$ cat src/rtl/display_pkg.sv
// Shared types, segment constants and width helpers for the scanned 7-segment display.
package display_pkg;

    typedef logic [3:0] bcd_t;

    // Bit positions of each segment in the 8-bit segment bus
    localparam int unsigned SEG_A  = 7;
    localparam int unsigned SEG_B  = 6;
    localparam int unsigned SEG_C  = 5;
    localparam int unsigned SEG_D  = 4;
    localparam int unsigned SEG_E  = 3;
    localparam int unsigned SEG_F  = 2;
    localparam int unsigned SEG_G  = 1;
    localparam int unsigned SEG_DP = 0;

    localparam logic [7:0] SEG_BLANK  = 8'hFF;
    localparam logic [7:0] SEG_DASH_N = 8'hFD;

    // Bits needed to hold the number of dropped digits (at least one)
    function automatic int unsigned range_width(int unsigned n_digits, int unsigned in_digits);
        int unsigned span;
        span = in_digits - n_digits + 1;
        return (span > 1) ? 32'($clog2(span)) : 32'd1;
    endfunction

    // Bits needed to index n items (at least one)
    function automatic int unsigned idx_width(int unsigned n);
        return (n > 1) ? 32'($clog2(n)) : 32'd1;
    endfunction

endpackage

$ cat src/rtl/bcd_to_seg.sv
// Combinational BCD to active-high a..g decoder; non-decimal nibbles show a dash.
module bcd_to_seg
    import display_pkg::*;
(
    input  bcd_t       bcd,
    output logic [6:0] seg_c
);

    // Decode one digit, {a,b,c,d,e,f,g} with a in bit 6
    always_comb begin
        seg_c = 7'b000_0001;
        case (bcd)
            4'd0:    seg_c = 7'b111_1110;
            4'd1:    seg_c = 7'b011_0000;
            4'd2:    seg_c = 7'b110_1101;
            4'd3:    seg_c = 7'b111_1001;
            4'd4:    seg_c = 7'b011_0011;
            4'd5:    seg_c = 7'b101_1011;
            4'd6:    seg_c = 7'b101_1111;
            4'd7:    seg_c = 7'b111_0000;
            4'd8:    seg_c = 7'b111_1111;
            4'd9:    seg_c = 7'b111_1011;
            default: seg_c = 7'b000_0001;
        endcase
    end

endmodule

$ cat src/rtl/scan_display_ctrl.sv
// Multiplexed common-anode 7-segment controller: latches a BCD value, auto-ranges
// it onto N_DIGITS digits, blanks leading zeros and shows dashes on invalid BCD.
// Optional blink support is built when DISPLAY_BLINK_EN is defined.
module scan_display_ctrl
    import display_pkg::*;
#(
    parameter int unsigned N_DIGITS  = 4,
    parameter int unsigned IN_DIGITS = 5,
    parameter int unsigned SCAN_DIV  = 1000,
    parameter int unsigned BLINK_DIV = 64
) (
    input  logic                                          clk_i,
    input  logic                                          rst_n_i,
    input  logic [IN_DIGITS*4-1:0]                        bcd_i,
    input  logic                                          load_i,
    input  logic                                          blink_i,
    output logic [N_DIGITS-1:0]                           disp_en_n_o,
    output logic [7:0]                                    segment_n_o,
    output logic [range_width(N_DIGITS, IN_DIGITS)-1:0]   range_o,
    output logic                                          err_o
);

    localparam int unsigned RW = range_width(N_DIGITS, IN_DIGITS);
    localparam int unsigned DW = idx_width(N_DIGITS);
    localparam int unsigned SW = idx_width(IN_DIGITS);
    localparam int unsigned PW = idx_width(SCAN_DIV);

    bcd_t [IN_DIGITS-1:0] bcd_nib_c;
    bcd_t [IN_DIGITS-1:0] shadow_q;
    logic [RW-1:0]        range_q;
    logic                 err_q;
    logic [PW-1:0]        presc_q;
    logic [DW-1:0]        idx_q;

    int unsigned          sig_c;
    logic [RW-1:0]        new_range_c;
    logic                 new_err_c;

    logic                 presc_wrap_c;
    logic                 idx_wrap_c;

    logic [N_DIGITS-1:0]  keep_c;
    logic [SW-1:0]        sel_c;
    bcd_t                 cur_digit_c;
    logic [6:0]           seg7_c;
    logic [7:0]           seg_on_c;
    logic                 dp_c;
    logic                 blank_c;
    logic                 blink_hide_c;
    logic [N_DIGITS-1:0]  onehot_c;
    logic [N_DIGITS-1:0]  en_n_d;
    logic [7:0]           seg_n_d;

    assign bcd_nib_c = bcd_i;

    // Significant-digit count, range exponent and BCD validity of the incoming value
    always_comb begin
        sig_c       = 32'd0;
        new_err_c   = 1'b0;
        new_range_c = '0;
        for (int i = 0; i < int'(IN_DIGITS); i++) begin
            if (bcd_nib_c[i] != 4'd0) sig_c = 32'(i) + 32'd1;
            if (bcd_nib_c[i] > 4'd9)  new_err_c = 1'b1;
        end
        if (!new_err_c && (sig_c > N_DIGITS)) new_range_c = RW'(sig_c - N_DIGITS);
    end

    // Capture register: value, range and error flag all update on the load edge
    always_ff @(posedge clk_i or negedge rst_n_i) begin
        if (!rst_n_i) begin
            shadow_q <= '0;
            range_q  <= '0;
            err_q    <= 1'b0;
        end else if (load_i) begin
            shadow_q <= bcd_nib_c;
            range_q  <= new_range_c;
            err_q    <= new_err_c;
        end
    end

    assign presc_wrap_c = (presc_q == PW'(SCAN_DIV - 1));
    assign idx_wrap_c   = (idx_q == DW'(N_DIGITS - 1));

    // Digit-slot prescaler and scan index, independent of loads
    always_ff @(posedge clk_i or negedge rst_n_i) begin
        if (!rst_n_i) begin
            presc_q <= '0;
            idx_q   <= '0;
        end else if (presc_wrap_c) begin
            presc_q <= '0;
            idx_q   <= idx_wrap_c ? '0 : idx_q + DW'(1);
        end else begin
            presc_q <= presc_q + PW'(1);
        end
    end

    // keep_c[j]: some displayed digit at position j or above is nonzero
    always_comb begin
        logic acc;
        acc    = 1'b0;
        keep_c = '0;
        for (int j = int'(N_DIGITS) - 1; j >= 0; j--) begin
            acc       = acc | (shadow_q[SW'(32'(j) + 32'(range_q))] != 4'd0);
            keep_c[j] = acc;
        end
    end

    assign sel_c       = SW'(32'(idx_q) + 32'(range_q));
    assign cur_digit_c = shadow_q[sel_c];
    assign dp_c        = (idx_q == '0) && (range_q != '0);
    assign blank_c     = (idx_q != '0) && !keep_c[idx_q];
    assign onehot_c    = N_DIGITS'(1) << idx_q;

    bcd_to_seg u_bcd_to_seg (
        .bcd   (cur_digit_c),
        .seg_c (seg7_c)
    );

    // Place decoded segments and decimal point onto the pin order
    always_comb begin
        seg_on_c         = '0;
        seg_on_c[SEG_A]  = seg7_c[6];
        seg_on_c[SEG_B]  = seg7_c[5];
        seg_on_c[SEG_C]  = seg7_c[4];
        seg_on_c[SEG_D]  = seg7_c[3];
        seg_on_c[SEG_E]  = seg7_c[2];
        seg_on_c[SEG_F]  = seg7_c[1];
        seg_on_c[SEG_G]  = seg7_c[0];
        seg_on_c[SEG_DP] = dp_c;
    end

`ifdef DISPLAY_BLINK_EN
    localparam int unsigned FW = idx_width(2 * BLINK_DIV);

    logic [FW-1:0] frame_q;

    // Frame counter advancing each time the scan returns to digit 0
    always_ff @(posedge clk_i or negedge rst_n_i) begin
        if (!rst_n_i) begin
            frame_q <= '0;
        end else if (presc_wrap_c && idx_wrap_c) begin
            frame_q <= (frame_q == FW'(2 * BLINK_DIV - 1)) ? '0 : frame_q + FW'(1);
        end
    end

    assign blink_hide_c = blink_i && (32'(frame_q) >= BLINK_DIV);
`else
    logic blink_unused;

    assign blink_unused = blink_i & (BLINK_DIV != 0);
    assign blink_hide_c = 1'b0;
`endif

    // Next pin state for the current slot: error dashes, blanking, or the digit
    always_comb begin
        en_n_d  = '1;
        seg_n_d = SEG_BLANK;
        if (err_q) begin
            en_n_d  = ~onehot_c;
            seg_n_d = SEG_DASH_N;
        end else if (!blank_c) begin
            en_n_d  = ~onehot_c;
            seg_n_d = ~seg_on_c;
        end
        if (blink_hide_c) begin
            en_n_d  = '1;
            seg_n_d = SEG_BLANK;
        end
    end

    // Registered pin drivers
    always_ff @(posedge clk_i or negedge rst_n_i) begin
        if (!rst_n_i) begin
            disp_en_n_o <= '1;
            segment_n_o <= SEG_BLANK;
        end else begin
            disp_en_n_o <= en_n_d;
            segment_n_o <= seg_n_d;
        end
    end

    assign range_o = range_q;
    assign err_o   = err_q;

endmodule

$ cat config.mk
export PLATFORM = sky130hd
export DESIGN_NAME = scan_display_ctrl
export DESIGN_NICKNAME = d
export VERILOG_FILES = /design/src/rtl/display_pkg.sv /design/src/rtl/bcd_to_seg.sv /design/src/rtl/scan_display_ctrl.sv
export SDC_FILE = /design/constraint.sdc
export NUM_CORES = 1
export LEC_CHECK = 0
export BUFFER_PORTS_ARGS = -buffer_cell sky130_fd_sc_hd__buf_4
export CAP_MARGIN = 0
export CORE_ASPECT_RATIO = 1.25
export CORE_MARGIN = 10
export CORE_UTILIZATION = 56
export DETAILED_ROUTE_END_ITERATION = 10
export GPL_ROUTABILITY_DRIVEN = 0
export PLACE_DENSITY = 0.75
export SYNTH_ARGS = -nofsm -noshare
export SYNTH_HDL_FRONTEND = slang
export SYNTH_SLANG_ARGS = --single-unit
$ cat constraint.sdc
create_clock -name clk_i -period 3 [get_ports clk_i]
set_input_delay 0.15 -clock clk_i [delete_from_list [all_inputs] [get_ports clk_i]]
set_output_delay 0.15 -clock clk_i [all_outputs]
set_load 0.005 [all_outputs]
==> impl_metrics.toml, run 1 <==
[worst_setup_path]
crit_path_start_kind = "flip-flop"
crit_path_end = "segment_n_o[3]"
crit-reg2reg-launch = "idx_q[0]"
r2r_setup_slack_ps = 450
arrival_ps = 2770
crit_start = "idx_q[0]"
worstPathRequired_ps = 3220
cp-end-kind = "flip-flop"
r2r_end = "segment_n_o[3]"
crit_path_max_fanout = 14
r2r.worst_path.cells = 8
crit_type = "flip-flop to flip-flop"

[cells_and_area]
nets = 280
utilization = 0.682
syn_to_final_growth_pct = 17.9
fin_cells = 301
antenna_cells = 0
drive_above_1_share = 0.339
nFillCells = 305

[power]
pwr-share-comb = 0.134
switching_share = 0.235
p_int_uw = 999
power_mw = 1.31
p_per_area_mw_per_mm2 = 471
cellLeakagePower_nw = 1.17
power_switching_uw = 307
vdd_drop_max_mv = 0.343
seqPwrFrac = 0.525
p_clk_frac = 0.341

[grt]
grt_pass1_vias = 1645
grt_pass1_wl_um = 7550
grt_max_degree = 47
grt_util_met2 = 0.195
grt_util_met1 = 0.162
gr-usage-met3 = 0.0377
gr-usage-all-layers = 0.124
gr-total-overflow = 0
grt.busiest_layer = "met2"
antenna_found_initial = 0

[cts]
clk_pin_slew_ps = 80
clock_path_buffers = 2
cts.sinks = 46
clock_latency_ps = 290
cts_tree = "built"
ctsResizeCount = 0
root_buffer = "clkbuf_8"
post-cts-setup-buffer-count = 0
htreeDepth = 2
cts_buffers = 5
cts_hold_buf = 1

[status]
status = "complete, no violations"

[logic_synthesis]
synth_top_area_frac = 0.362
synth_most_common_cell = "dfrtp_1"
synth_area_leaders = "dfrtp_1 (36%), dfstp_2 (13%), mux2_2 (9.6%), ha_1 (6.4%), o21ai_0 (3.2%)"
netlist_area_mm2 = 0.00235
synth-seq-cells = 46
yosys_most_used_dff = "dfrtp_1"
seq_area_frac_synth = 0.496
synth_warnings = 0
synth_cell_types = 48
syn_nets = 241
async_flop_share = 1.00
netlist_top_cells_count = "dfrtp_1 (34), mux2_2 (20), o21ai_0 (15), nand2_1 (14), nor2_1 (14)"
synth_area_per_cell_um2 = 11.5
synth_area_leader_cell = "dfrtp_1"
synth_edf_count = 0
synthCells = 205

[sta]
maxSlewHeadroom = 0.567
final.min_clock_period_ps = 2550
grt_setup_unrepaired = "false"
drv_slew = 0
whs_ps = 81.5
timing.final.crit_share = 0.849
worst_pin_slew_ps = 644
fin_setup_tns_ps = 0
finalSetupViolCount = 0
timing_hold_violations_final = 0
fmax_ghz = 0.393
clock_skew_ps = 3.89

[floorplanning]
die-height_um = 92.4
core_mm2 = 0.00407
die_w_um = 78.0
die_area_mm2 = 0.00721
num_rows = 26
start_util = 0.578
ios = 38

[placed_design]
hpwl_um = 3320
dp.cells = 292
port-buffer-count = 36

[hold_path]
hold_path_class = "input port to flip-flop"
whs_path_depth = 2

[routing]
wirelength_um = 4360
routedWlPerCell_um = 14.5
viasPerCell = 5.40
ant_nets = 0
drc = 0
dr.pass1.iters = 4
num_vias = 1624
drtIter0Drc = 74

[flow_run]
drv_cap = 0
[per-stage QoR]
stage,setup slack [ps],instance area [µm²]
2_1_floorplan,635,2350
6_report,454,2770
3_5_place_dp,463,2660
5_1_grt,235,2770
4_1_cts,439,2770
3_3_place_gp,453,2660
[flip-flops by register name, indices dropped and copies added (netlist names)]
| name | cells |
|---|---|
| shadow_q | 20 |
| presc_q | 10 |
| disp_en_n_o | 4 |
| err_o | 1 |
| segment_n_o | 8 |
| idx_q | 2 |
| range_o | 1 |
[area by class of cell]
type                       instances  area [µm²]  share of cell area
tap                               56        70.1              0.0253
inverter                          10        37.5              0.0135
multi-input combinational        143        1100               0.398
clock inverter                     1        30.0              0.0108
clock buffer                       7        76.3              0.0275
sequential                        46        1170               0.421
timing repair buffer              38         288               0.104
[power groups by stage]
stage,logic (mW),clock network [mW],registers (mW)
2_1_floorplan,0.109,0,0.689
3_3_place_gp,0.173,0,0.697
3_5_place_dp,0.176,0,0.698
4_1_cts,0.178,0.457,0.686
5_1_grt,0.197,0.487,0.691
6_report,0.175,0.445,0.686
[logic make-up after synthesis]
kind of cell / synth area share
DFF: 0.496
adders and majority gates: 0.0639
and+or+nand+nor: 0.126
xor gates and xnor gates: 0.0261
AOI/OAI and AO/OA: 0.111
buffers and inverters: 0.0346
muxes: 0.142
[worst min path at each step]
stage,to,slack [ps],from
2_1_floorplan,err_o,-150,rst_n_i
4_1_cts,shadow_q[8],80,bcd_i[8]
5_1_grt,shadow_q[0],70,bcd_i[0]
3_5_place_dp,err_o,180,rst_n_i
3_3_place_gp,err_o,180,rst_n_i
6_report,shadow_q[8],80,bcd_i[8]
[per-layer routing]
metal	up-vias	wire [µm]
li1	813	-
met4	0	55
met5	-	0
met3	5	195
met2	38	2020
met1	768	2100
[worst max-delay path: stages, from the launching register on]
cell and delay (ps):
dfrtp_1 430, ha_1 200, ha_1 550, mux4_1 350, inv_1 80, o32a_1 220
ha_1 210, a22oi_2 90, a311o_1 340
[placed cells by master, fill, tap and decap left out, drive strengths merged, types with 2 or more instances in the layout]
cell type,count
a31oi,2
and2,2
buf,37
clkbuf,7
dfrtp,34
dfstp,12
ha,12
inv,10
mux2,20
mux2i,6
mux4,2
nand2,14
nand3,7
nand3b,2
nand4,2
nor2,14
nor2b,2
nor4,4
o211ai,3
o21ai,22
o31ai,3
or3,2
xnor2,3
xor2,4
Note: power is estimated with default switching activity, not from simulation.
==> run 2, diff against run 1 <==
CORE_UTILIZATION = 50   (was 56)
PLACE_DENSITY = 0.71   (was 0.75)
clock period = 2.2 ns   (was 3 ns; I/O delays follow)
==> run 2 against run 1 <==
  * Core utilization is 3.6 points lower
  * Sequential share of layout area fell by 1.9 points
  * Count of clock-buffer cells in the layout stayed put
  * Register-to-register slack worse by 390 ps
  * Largest power group unchanged
==> impl_metrics.toml, run 2 (synthesized netlist as in run 1, its figures left out) <==
[sta]
clock_skew_ps = 6.72
drv_slew = 0
worst_pin_slew_ps = 559
final.min_clock_period_ps = 2140
timing.final.crit_share = 0.972
maxSlewHeadroom = 0.628
fin_setup_tns_ps = 0
finalSetupViolCount = 0
timing_hold_violations_final = 0
grt_setup_unrepaired = "false"
fmax_ghz = 0.467

[cells_and_area]
regMostFlops = "shadow_q"
drive_above_1_share = 0.401
antenna_cells = 0
nets = 292
nFillCells = 375
syn_to_final_growth_pct = 23.4
largest_reg_flops = 20
final_common_cell = "buf_4"
mostFrequentLayoutCells = "buf_4 (49), dfrtp_1 (34), mux2_2 (20)"
fin_cells = 315
fin_area_mm2 = 0.00290
reg.largest.list = "shadow_q: 20 flops, presc_q: 10 flops, segment_n_o: 8 flops"

[routing]
drc = 0
num_vias = 1723
routedWlPerCell_um = 15.3
dr.pass1.iters = 4
ant_nets = 0
wirelength_um = 4810
viasPerCell = 5.47
drtIter0Drc = 77

[floorplanning]
die_w_um = 81.3
core_mm2 = 0.00449
die_area_mm2 = 0.00786
ios = 38
start_util = 0.523
num_rows = 27
die-height_um = 96.7

[power]
power_switching_uw = 435
seqPwrFrac = 0.517
pwr-share-comb = 0.146
cellLeakagePower_nw = 1.22
p_clk_frac = 0.337
p_int_mw = 1.38
p_per_area_mw_per_mm2 = 625
switching_share = 0.240
vdd_drop_max_mv = 0.485

[cts]
clk_pin_slew_ps = 80
clock_latency_ps = 300
clock_path_buffers = 2
htreeDepth = 2
cts_tree = "built"
root_buffer = "clkbuf_8"
cts.sinks = 46
cts_buffers = 5

[worst_setup_path]
worst_path_dominant_cell_family = "compound AO/OA/AOI/OAI gates"
crit_type = "flip-flop to flip-flop"
path_cells = "ha_4 -> mux4_2 -> inv_1 -> o32a_1 -> ha_2 -> a22oi_2 -> a311o_1"
cp-end-kind = "flip-flop"
worstPathRequired_ps = 2430
slowest_delay_ps = 480
cpMaxStageDelayCell = "mux4_2"
crit_path_start_kind = "flip-flop"
arrival_ps = 2370
crit_buf_inv = 1
crit_path_max_fanout = 4

[placed_design]
dp.cells = 302
hpwl_um = 3640
post_dp_cell_area_mm2 = 0.00274
port-buffer-count = 36

[grt]
grt_max_degree = 47
grt_pass1_wl_um = 8110
grt_pass1_vias = 1755
antenna_found_initial = 0
gr-total-overflow = 0
gr-usage-all-layers = 0.128

[status]
status = "complete, no violations"

[flow_run]
drv_cap = 0

[hold_path]
hold_path_class = "input port to flip-flop"
## run 2: cell types whose count changed in the layout (fill, tap and decap cells not counted)
cell and change:
inv_1 -1, ha_4 +2, o31ai_2 +1, mux4_1 -1, inv_2 +1, mux4_2 +1
o21ai_2 +2, o21ai_0 -2, o31ai_1 -1, ha_1 -3, buf_4 +12, ha_2 +1
## run 2: metrics by stage
step	worst slack (ps)	total power [mW]	hold slack, ps	util
2_1_floorplan	48.1	1.09	-186	-
3_3_place_gp	57.4	1.20	143	0.610
3_5_place_dp	27.5	1.21	144	0.610
4_1_cts	11.5	1.83	32.2	0.636
5_1_grt	1.26	1.90	35.9	0.646
6_report	60.9	1.81	41.2	0.646
## run 2: final timing paths
| path | start | end | slack [ps] | cells past startpoint |
|---|---|---|---|---|
| hold / removal | bcd_i[12] | shadow_q[12] | 40 | 2 |
| min in group asynchronous | rst_n_i | idx_q[1] | 340 | 2 |
| setup reg to reg | idx_q[0] | segment_n_o[3] | 60 | 7 |
| setup / recovery | idx_q[0] | segment_n_o[3] | 60 | 7 |
| max in group asynchronous | rst_n_i | segment_n_o[7] | 1470 | 2 |
| hold reg to reg | presc_q[9] | presc_q[9] | 480 | 1 |
## run 2: metal layers
layer,track usage,wire (µm),vias up
li1,-,-,840
met1,0.142,1930,837
met2,0.214,2490,41
met3,0.0444,302,5
met4,0.0531,83,0
met5,0,0,-
## run 2: what timing repair did
item / 4_1_cts / 5_1_grt
buffers inserted: 0 / 4
hold buffers: 1 / 0
gates resized for setup: 0 / 7
endpoints found under the setup margin: 0 / 5
hold endpoints to repair: 34 / 0
## run 2: cell type report
class | count | area, µm² | share of cell area
Clock buffer | 7 | 76.3 | 0.0263
Inverter | 10 | 37.5 | 0.0129
Clock inverter | 1 | 30.0 | 0.0104
Sequential cell | 46 | 1170 | 0.402
Tap cell | 58 | 72.6 | 0.0250
Timing Repair Buffer | 50 | 378 | 0.130
Multi-Input combinational cell | 143 | 1140 | 0.393
## run 2: power groups by stage
stage	logic [mW]	clock network, mW	registers, mW
after floorplan	0.150	0	0.940
after global placement	0.251	0	0.950
after detailed placement	0.258	0	0.953
after CTS	0.260	0.630	0.937
after global routing	0.293	0.665	0.945
final	0.264	0.611	0.938
==> run 3, diff against run 2 <==
PLACE_DENSITY = 0.75   (was 0.71)
==> run 3 against run 2 <==
  * Critical endpoint unchanged
  * Via count decreased by 0.87%
  * Wire length rose by 0.31%
  * Hold slack improved by 1.5 ps
  * Largest cell class unchanged
  * Register-to-register slack worse by 20 ps
  * Largest power group unchanged
  * Final cell count grew 0.63%
  * First-iteration DRC count shrank 21%
==> impl_metrics.toml, run 3 (synthesized netlist as in run 1, its figures left out) <==
[cts]
clk_pin_slew_ps = 80
cts_buffers = 5
clock_path_buffers = 2
cts.sinks = 46
root_buffer = "clkbuf_8"
htreeDepth = 2
cts_tree = "built"
clock_latency_ps = 290

[sta]
fin_setup_tns_ps = 0
fmax_ghz = 0.463
maxSlewHeadroom = 0.539
final.min_clock_period_ps = 2160
timing.final.crit_share = 0.982
finalSetupViolCount = 0
grt_setup_unrepaired = "true"
clock_skew_ps = 4.25
drv_slew = 0
whs_ps = 42.7
worst_pin_slew_ps = 686
layout_setup_ws_ps = 39.8
timing_hold_violations_final = 0

[worst_setup_path]
worstPathRequired_ps = 2420
crit_path_start_kind = "flip-flop"
crit_path_end = "segment_n_o[3]"
arrival_ps = 2380
crit_type = "flip-flop to flip-flop"
crit_path_max_fanout = 4
r2r.worst_path.cells = 7
cp-end-kind = "flip-flop"
r2r_end = "segment_n_o[3]"
r2r_setup_slack_ps = 40
crit-reg2reg-launch = "range_o"
crit_start = "range_o"

[cells_and_area]
mostFrequentLayoutCells = "buf_4 (50), dfrtp_1 (34), mux2_2 (20)"
utilization = 0.649
syn_to_final_growth_pct = 23.9
regMostFlops = "shadow_q"
reg.largest.list = "shadow_q: 20 flops, presc_q: 10 flops, segment_n_o: 8 flops"
largest_reg_flops = 20
antenna_cells = 0
drive_above_1_share = 0.405
final_common_cell = "buf_4"
nets = 294

[routing]
drtIter0Drc = 61
wirelength_um = 4830
viasPerCell = 5.39
dr.pass1.iters = 4
ant_nets = 0
num_vias = 1708
routedWlPerCell_um = 15.2
drc = 0

[placed_design]
dp_worst_setup_slack_ps = 5.27
port-buffer-count = 36
hpwl_um = 3620

[grt]
grt_pass1_wl_um = 8040
gr-total-overflow = 0
gr-usage-all-layers = 0.126
grt_pass1_vias = 1742
antenna_found_initial = 0
grt_max_degree = 47

[power]
cellLeakagePower_nw = 1.23
power_mw = 1.81
vdd_drop_max_mv = 0.413
p_per_area_mw_per_mm2 = 623

[floorplanning]
num_rows = 27
die-height_um = 96.7
die_w_um = 81.3
die_area_mm2 = 0.00786
ios = 38
start_util = 0.523
core_mm2 = 0.00449

[hold_path]
hold_path_class = "input port to flip-flop"
whs_path_depth = 3

[flow_run]
drv_cap = 0

[status]
status = "complete, no violations"
## run 3: metrics by stage
step | cells | cell area [µm²]
4_1_cts | 308 | 2840
3_5_place_dp | 298 | 2710
6_report | 317 | 2910
2_1_floorplan | 205 | 2380
5_1_grt | 317 | 2910
3_3_place_gp | 298 | 2710
## run 3: layer usage
metal / global-route usage / routed length [µm] / vias to the layer above
met4: 0.0598 / 93 / 0
met3: 0.0425 / 309 / 7
met2: 0.201 / 2350 / 40
met5: 0 / 0 / -
met1: 0.147 / 2070 / 814
li1: - / - / 847
## run 3: timing repair
action	4_1_cts	5_1_grt
gates resized for setup	0	8
hold buffers	1	0
pin swaps	2	7
setup buffers	1	9
hold endpoints to repair	34	0
endpoints found under the setup margin	1	7
## run 3: worst min path at each step
stage               from     endpoint  slack, ps
6_report       bcd_i[16]      range_o         40
5_1_grt         bcd_i[0]  shadow_q[0]         30
4_1_cts        bcd_i[16]      range_o         30
3_5_place_dp     rst_n_i     idx_q[1]        150
3_3_place_gp     rst_n_i     idx_q[1]        140
2_1_floorplan    rst_n_i        err_o       -190
## run 3: worst max-delay path, cell delays in order (launching register included)
cell	delay [ps]
dfrtp_1	420
ha_4	300
mux4_2	500
inv_2	60
o32a_1	220
ha_2	220
a22oi_2	70
a311o_1	300
## run 3: layout make-up
class / instances / area, µm²
Clock inverter: 1 / 30.0
Timing Repair Buffer: 52 / 397
Tap cell: 58 / 72.6
Fill cell: 376 / 1580
Inverter: 10 / 37.5
Sequential cell: 46 / 1170
Multi-Input combinational cell: 143 / 1130
Clock buffer: 7 / 76.3
## run 3: power by group
part	switching (mW)	internal [mW]
Sequential	0.0410	0.896
Clock	0.266	0.340
Combinational	0.122	0.150
